File: src/rtl/pwm_sample_feeder.sv
// Sample feeder for the PWM modulator: rounds/saturates filter samples to 11-bit
// offset binary, buffers them, and presents one per 2048-clock frame on SigVec.
module pwm_sample_feeder #(
    parameter int DATA_W     = 16,
    parameter int FIFO_DEPTH = 4,
    parameter int MID_CODE   = 1024
) (
    input  logic                          Clk_pwm,
    input  logic                          Rst,
    input  logic signed [DATA_W-1:0]      SampleIn,
    input  logic                          SampleValid,
    output logic                          SampleReady,
    output logic [10:0]                   SigVec,
    output logic                          FrameStart,
    output logic [$clog2(FIFO_DEPTH):0]   FifoLevel,
    output logic                          Underrun
);

    localparam int PTR_W = $clog2(FIFO_DEPTH);
    localparam int LVL_W = PTR_W + 1;
    localparam int SHIFT = DATA_W - 11;

    typedef logic signed [DATA_W:0] wide_t;

    localparam wide_t            RND_HALF   = wide_t'(1) << (DATA_W - 12);
    localparam wide_t            SAT_HI     = wide_t'(1023);
    localparam wide_t            SAT_LO     = wide_t'(-1024);
    localparam logic [10:0]      FRAME_LAST = 11'd2047;
    localparam logic [LVL_W-1:0] DEPTH_LVL  = LVL_W'(FIFO_DEPTH);
    localparam logic [LVL_W-1:0] LVL_ZERO   = '0;

    // One extra bit of headroom keeps the half-LSB add from overflowing.
    function automatic wide_t round_q(input logic signed [DATA_W-1:0] x);
        wide_t w;
        w = wide_t'(x) + RND_HALF;
        return w >>> SHIFT;
    endfunction

    function automatic logic signed [10:0] sat_q(input wide_t r);
        logic signed [10:0] s;
        if (r > SAT_HI) begin
            s = 11'sh3FF;
        end else if (r < SAT_LO) begin
            s = 11'sh400;
        end else begin
            s = r[10:0];
        end
        return s;
    endfunction

    logic [10:0]             frame_cnt;
    logic                    frame_end;
    logic                    pop;
    logic                    vld_p0;
    logic signed [10:0]      sat_p0;
    logic [10:0]             code_p0;
    logic [PTR_W-1:0]        wr_ptr;
    logic [PTR_W-1:0]        rd_ptr;
    logic [10:0]             mem [FIFO_DEPTH];

    assign SampleReady = (FifoLevel < DEPTH_LVL);
    assign frame_end   = (frame_cnt == FRAME_LAST);
    assign pop         = frame_end && (FifoLevel != LVL_ZERO);

    // Stage p0: conversion happens on the way into the FIFO.
    assign vld_p0  = SampleValid && SampleReady;
    assign sat_p0  = sat_q(round_q(SampleIn));
    assign code_p0 = {~sat_p0[10], sat_p0[9:0]};

    always_ff @(posedge Clk_pwm) begin
        if (vld_p0) begin
            mem[wr_ptr] <= code_p0;
        end
    end

    always_ff @(posedge Clk_pwm) begin
        if (Rst) begin
            frame_cnt  <= '0;
            FrameStart <= 1'b0;
            SigVec     <= 11'(MID_CODE);
            wr_ptr     <= '0;
            rd_ptr     <= '0;
            FifoLevel  <= '0;
            Underrun   <= 1'b0;
        end else begin
            frame_cnt  <= frame_cnt + 11'd1;
            FrameStart <= frame_end;
            if (vld_p0) begin
                wr_ptr <= wr_ptr + PTR_W'(1);
            end
            // An empty FIFO at the frame edge holds SigVec; a same-edge push is not bypassed.
            if (pop) begin
                rd_ptr <= rd_ptr + PTR_W'(1);
                SigVec <= mem[rd_ptr];
            end
            if (frame_end && (FifoLevel == LVL_ZERO)) begin
                Underrun <= 1'b1;
            end
            case ({vld_p0, pop})
                2'b10:   FifoLevel <= FifoLevel + LVL_W'(1);
                2'b01:   FifoLevel <= FifoLevel - LVL_W'(1);
                default: FifoLevel <= FifoLevel;
            endcase
        end
    end

endmodule

File: config.mk
export PLATFORM = sky130hd
export DESIGN_NAME = pwm_sample_feeder
export DESIGN_NICKNAME = d
export VERILOG_FILES = /design/src/rtl/pwm_sample_feeder.sv
export SDC_FILE = /design/constraint.sdc
export NUM_CORES = 1
export LEC_CHECK = 0
export ABC_CLOCK_PERIOD_IN_PS = 2900
export CORE_MARGIN = 1
export CORE_UTILIZATION = 50
export CTS_CLUSTER_SIZE = 30
export DETAILED_ROUTE_END_ITERATION = 10
export PLACE_DENSITY_LB_ADDON = 0.12
export SYNTH_ARGS = -nofsm -noshare
export SYNTH_HDL_FRONTEND = slang
export SYNTH_SLANG_ARGS = --single-unit
File: constraint.sdc
create_clock -name Clk_pwm -period 2.9 [get_ports Clk_pwm]
set_clock_uncertainty 0.2 [all_clocks]
set_input_delay 0.29 -clock Clk_pwm [delete_from_list [all_inputs] [get_ports Clk_pwm]]
set_output_delay 0.29 -clock Clk_pwm [all_outputs]
set_load 0.005 [all_outputs]
==> metrics.csv, run 1 <==
metric,value,unit
crit-path leading delay family,adder cells,
Total GRT Usage,0.174,
"FF+latch count, synth",75,
asr flop ratio synth,0,
Mean Syn Cell Area,12.9,sq um
Crit Path Max Fanout,5,
Worst Path Arrival,2.54,ns
Final Hold Fails,0,
CP max-delay cell,dfxtp_1,
outcome,"finished, final reports clean",
Layout Area Growth over Synthesis,19.3,%
vias in the first global route,1942,
Power Dens Cells,595,nW/um^2
multiplexer share of the synthesized area,0.112,
Crit path required time,2.97,ns
worst-margin pin slew,0.657,ns
simple-gate portion of the synthesized area,0.134,
initial antenna violation count,0,
Hold Buf Count CTS,0,
Post-Synth XOR/XNOR Area,0.0372,
largest family of logic cells by synthesized area,simple AND/OR/NAND/NOR gates,
Pleak,1.33,nW
CTS Buf Count,9,
CP cell instances,"ha_1, o311ai_2, nor3_4, ha_1, inv_1, fa_1, xor2_1, or3_1, a21oi_1",
post-synthesis compound-gate area fraction,0.0615,
Cell variety after synth,44,
total number of vias,2014,
nets,319,
Synth Warn #,0,
"Setup violations, final",0,
Pre-Repair DR Iteration Count,4,
"EDFF count, synth",44,
Post-synth top flop,edfxtp_1,
largest net degree at the start of global routing,21,
Stages on worst setup path,9,
Worst Path Buf+Inv,1,
synthesized net count,282,
core area,6350,sq um
Hold Crit Depth,2,
Clock H-tree levels,3,
post-CTS sizing,0,
crit path launch type,flop,
crit path time final,2.47,ns
footprint of the multi-input gates,1240,sq um
I/O pins,36,
Die X-Extent,83.2,um
CTS Sinks,75,
post-synthesis adder-cell area fraction,0.0326,
peak supply drop,0.381,mV
Via-to-Cell Ratio,5.39,
register area,1940,sq um
synth cell count leaders,"edfxtp_1 (44), dfxtp_1 (31), nor2_1 (30)",
maxcap violations,0,
setup_tns,0,ns
Detailed Place HPWL,3.83,mm
CTS tree,built,
Critical Path Most Common Cell,ha_1,
slew margin rel.,0.562,
post-synthesis sequential area ratio,0.589,
Mapped Cells,255,
number of DRC markers in iteration 0,86,
Root Buffer,clkbuf_8,
Synth area leader,edfxtp_1,
worst skew pair latency,0.34,ns
mapped cell area,3300,sq um
final worst-path cycle share,0.852,
row count,29,
RSZ-0062 raised after global routing,false,
Min-Delay Path Class,reg2reg,
clk buf depth,2,
FF-to-FF setup slack,0.43,ns
Setup CP Type,reg2reg,
CP max stage delay,0.39,ns
Final ANT Viol Nets,0,
fill cell count,507,
ratio of cells with drive above 1 in the final layout,0.125,
cells taking the most area after synthesis,"edfxtp_1 (40%), dfxtp_1 (19%), mux4_2 (7.5%)",
antenna cell count,0,
drt total wl,5.48,mm
residual DRC count,0,
"CTS clk-pin slew, worst paths",0.07,ns
Finished Core Util,0.620,
post-CTS setup buffers,0,
CP Capture Type,flop,
GP Congestion,0.796,
number of port buffers,31,
final instance area,3940,sq um
R2R depth,9,
first-pass GRT wire length,9.25,mm
total global routing overflow,0,
Slew Limit Fails,0,
Initial Utilization,0.519,
dpl cell area,3670,sq um
WL/cell,14.7,um
"count leader, synth",edfxtp_1,
Die ar.,6920,sq um
fmax,0.405,GHz
die height,83.2,um
Yosys top cell area share,0.401,
==> where the power goes <==
part           internal, mW  total (mW)  switching, mW  leakage [nW]
combinational        0.0660       0.143         0.0770         0.545
sequential             1.17        1.19         0.0179         0.655
clock                 0.645        1.01          0.364         0.129
total                  1.88        2.34          0.459          1.33
==> path summary, 6_finish.rpt <==
kind	start	end
setup / recovery	frame_cnt[0]	FifoLevel[2]
hold / removal	Underrun	Underrun
setup reg to reg	frame_cnt[0]	FifoLevel[2]
hold reg to reg	Underrun	Underrun
==> logic make-up after synthesis <==
| kind of cell | Yosys count |
|---|---|
| compound gates | 32 |
| xor+xnor | 14 |
| fa+ha+maj | 8 |
| buf+inv | 22 |
| flops | 75 |
| mux | 23 |
| simple gates | 81 |
==> flip-flops by register name (all words and copies together) (netlist names) <==
signal,cells
mem,44
frame_cnt,11
wr_ptr,2
Underrun,1
SigVec,11
FrameStart,1
FifoLevel,3
rd_ptr,2
==> layout by cell type (no fill, tap or decap), drive strengths merged, types with 7 or more instances in the layout <==
cell type      netlist  routed
a21oi               10      10
inv                 12      12
mux2i               11      11
o21ai               10      10
and2                 7       7
dfxtp               31      31
xnor2                8       8
mux4                11      11
edfxtp              44      44
clkdlybuf4s50        0      31
nand3                7       7
clkbuf               7      12
nand2                9       9
nor2                30      30
ha                   7       7
==> worst reg2reg max path, stage by stage, from the launching register on <==
cell      delay [ns]
dfxtp_1         0.39
ha_1            0.21
o311ai_2        0.15
nor3_4          0.23
ha_1            0.20
inv_1           0.06
fa_1            0.37
xor2_1          0.15
or3_1           0.30
a21oi_1         0.13
==> through the flow <==
stage	worst slack, ns	hold slack (ns)	power (mW)	std cells
after floorplan	0.185	0.162	1.30	255
after global placement	0.412	0.241	1.35	358
after detailed placement	0.305	0.245	1.36	358
after CTS	0.409	0.257	2.36	374
after global routing	0.252	0.272	2.42	374
final	0.428	0.251	2.34	374
==> routing by layer <==
metal  vias to the layer above  wire, um  global-route usage
met5                         -         0                   0
met4                         0        87              0.0768
met3                         7       200              0.0457
met2                        36      2630               0.282
met1                       965      2570               0.220
li1                       1006         -                   -
==> cell type report <==
cell class,instances,share of cell area
clock buffer,12,0.0423
clock inverter,4,0.0238
inverter,12,0.0114
multi-input combinational,158,0.316
sequential,75,0.493
tap,77,0.0245
timing repair buffer,36,0.0884
Note: power is estimated with default switching activity, not from simulation.
==> run 2, diff against run 1 <==
--- a/config.mk
+++ b/config.mk
@@ -5,7 +5,7 @@
 export SDC_FILE = /design/constraint.sdc
 export NUM_CORES = 1
 export LEC_CHECK = 0
-export ABC_CLOCK_PERIOD_IN_PS = 2900
+export ABC_CLOCK_PERIOD_IN_PS = 2100
 export CORE_MARGIN = 1
 export CORE_UTILIZATION = 50
 export CTS_CLUSTER_SIZE = 30
==> constraint.sdc (replaced) <==
create_clock -name Clk_pwm -period 2.1 [get_ports Clk_pwm]
set_clock_uncertainty 0.2 [all_clocks]
set_input_delay 0.21 -clock Clk_pwm [delete_from_list [all_inputs] [get_ports Clk_pwm]]
set_output_delay 0.21 -clock Clk_pwm [all_outputs]
set_load 0.005 [all_outputs]
==> run 2 against run 1 <==
Net effect: the flow now finishes with violations (negative setup slack); count of clock-buffer cells in the layout increased by 1; utilization increased by 5.5 points; fmax up 11%; final cell count is 11% higher; first-iteration DRC count shrank 14%; largest cell class unchanged.
==> metrics.csv, run 2 (synthesis results as in run 1) <==
metric,value,unit
clock group share of total power,0.376,
core area,6350,sq um
Layout Area Growth over Synthesis,29.9,%
Root Buffer,clkbuf_8,
I/O pins,36,
"commonest non-fill, non-tap cell in the layout",edfxtp_1,
Die X-Extent,83.2,um
failing checks,negative setup slack,
Pleak,1.52,nW
GP Congestion,0.877,
Internal,2.43,mW
Power Dens Cells,714,nW/um^2
Slew Limit Fails,0,
Placed Cells,399,
top flop regs,"mem (44), SigVec (11), frame_cnt (11)",
final non-filler cell total,416,
Worst Path Arrival,2.31,ns
Crit. Startpoint,frame_cnt[1],
Die ar.,6920,sq um
total global routing overflow,0,
Min-Delay Path Class,reg2reg,
part of the power in registers,0.536,
total number of vias,2212,
row count,29,
clk buf depth,2,
reg2reg start,frame_cnt[1],
drt total wl,6.02,mm
largest net degree at the start of global routing,32,
ratio of cells with drive above 1 in the final layout,0.245,
Crit path required time,2.18,ns
nets,361,
first-pass GRT wire length,10.4,mm
number of DRC markers in iteration 0,74,
PnR worst setup slack,-0.130,ns
WL/cell,14.5,um
CTS tree,built,
slew margin rel.,0.633,
RSZ-0062 raised after global routing,true,
number of port buffers,31,
crit path time final,2.23,ns
Pre-Repair DR Iteration Count,4,
antenna cell count,0,
outcome,"finished, violations left",
peak supply drop,0.973,mV
NetSw,0.632,mW
initial antenna violation count,0,
crit path launch type,flop,
DP Worst Slack,-0.185,ns
maxcap violations,0,
Final Hold Fails,0,
largest register by flop count,mem,
worst-margin pin slew,0.545,ns
fmax,0.448,GHz
CP Capture Type,flop,
sw frac,0.207,
hold_ws,0.252,ns
die height,83.2,um
FF-to-FF setup slack,-0.13,ns
Total GRT Usage,0.195,
Worst Hold Launch,Underrun,
worst skew pair latency,0.34,ns
final worst-path cycle share,1.06,
Via-to-Cell Ratio,5.32,
CTS Buf Count,9,
power share of the combinational group,0.088,
CTS Sinks,75,
residual DRC count,0,
dpl cell area,4070,sq um
fill cell count,482,
"Setup violations, final",1,
Final ANT Viol Nets,0,
Initial Utilization,0.519,
Hold Buf Count CTS,0,
most frequent cells in the layout,"edfxtp_1 (44), buf_4 (43), clkdlybuf4s50_1 (31)",
final instance area,4290,sq um
Setup CP Type,reg2reg,
vias in the first global route,2236,
"CTS clk-pin slew, worst paths",0.08,ns
Clock H-tree levels,3,
Crit Path Max Fanout,2,
max reg flops,44,
Detailed Place HPWL,4.42,mm
run 2: changes by cell type in the layout (fill, tap and decap cells not counted), sizes merged:
cell,delta
clkbuf,+1
buf,+42
bufinv,-1
run 2: per-stage QoR:
stage / power, mW / TNS, ns / util
floorplan: 1.80 / -0.504 / -
global placement: 1.93 / -1.04 / 0.641
detailed placement: 1.94 / -1.85 / 0.641
CTS: 3.09 / -0.147 / 0.673
global route: 3.17 / -0.280 / 0.675
finish: 3.06 / -0.130 / 0.675
run 2: power groups by stage:
stage                     clock, mW  combinational (mW)  sequential [mW]
after global placement            0               0.263             1.67
final                          1.15               0.269             1.64
after global routing           1.23               0.300             1.64
after CTS                      1.18               0.269             1.64
after floorplan                   0               0.125             1.67
after detailed placement          0               0.269             1.67
run 2: per-layer routing:
layer | up-vias | global-route usage | share of wire
met1 | 1054 | 0.226 | 0.43
li1 | 1093 | - | -
met2 | 57 | 0.334 | 0.50
met4 | 0 | 0.0690 | 0.015
met5 | - | 0 | 0
met3 | 8 | 0.0686 | 0.046
run 2: critical path: stages, from the launching register on:
cell	delay [ns]
dfxtp_2	0.35
ha_4	0.15
o311ai_4	0.10
nor3_4	0.25
ha_4	0.17
inv_2	0.03
fa_2	0.33
xor2_1	0.15
or3_1	0.30
a21oi_1	0.13
run 2: cell type report:
| type | instances | area, sq um | share of cell area |
|---|---|---|---|
| clock buffers | 13 | 139 | 0.0324 |
| clock inverters | 3 | 63.8 | 0.0149 |
| inverters | 12 | 45.0 | 0.0105 |
| multi-input cells | 158 | 1280 | 0.300 |
| flip-flops and latches | 75 | 1940 | 0.454 |
| well taps | 77 | 96.3 | 0.0225 |
| repair buffers | 78 | 713 | 0.166 |
run 2: path summary, 6_finish.rpt:
| check | end | depth (start not counted) |
|---|---|---|
| setup / recovery | FifoLevel[2] | 9 |
| hold / removal | Underrun | 2 |
| setup reg to reg | FifoLevel[2] | 9 |
| hold reg to reg | Underrun | 2 |
run 2: timing repair:
action,in CTS,in global routing
gates resized for setup,0,1
setup endpoints to repair,1,2
buffers inserted,0,1
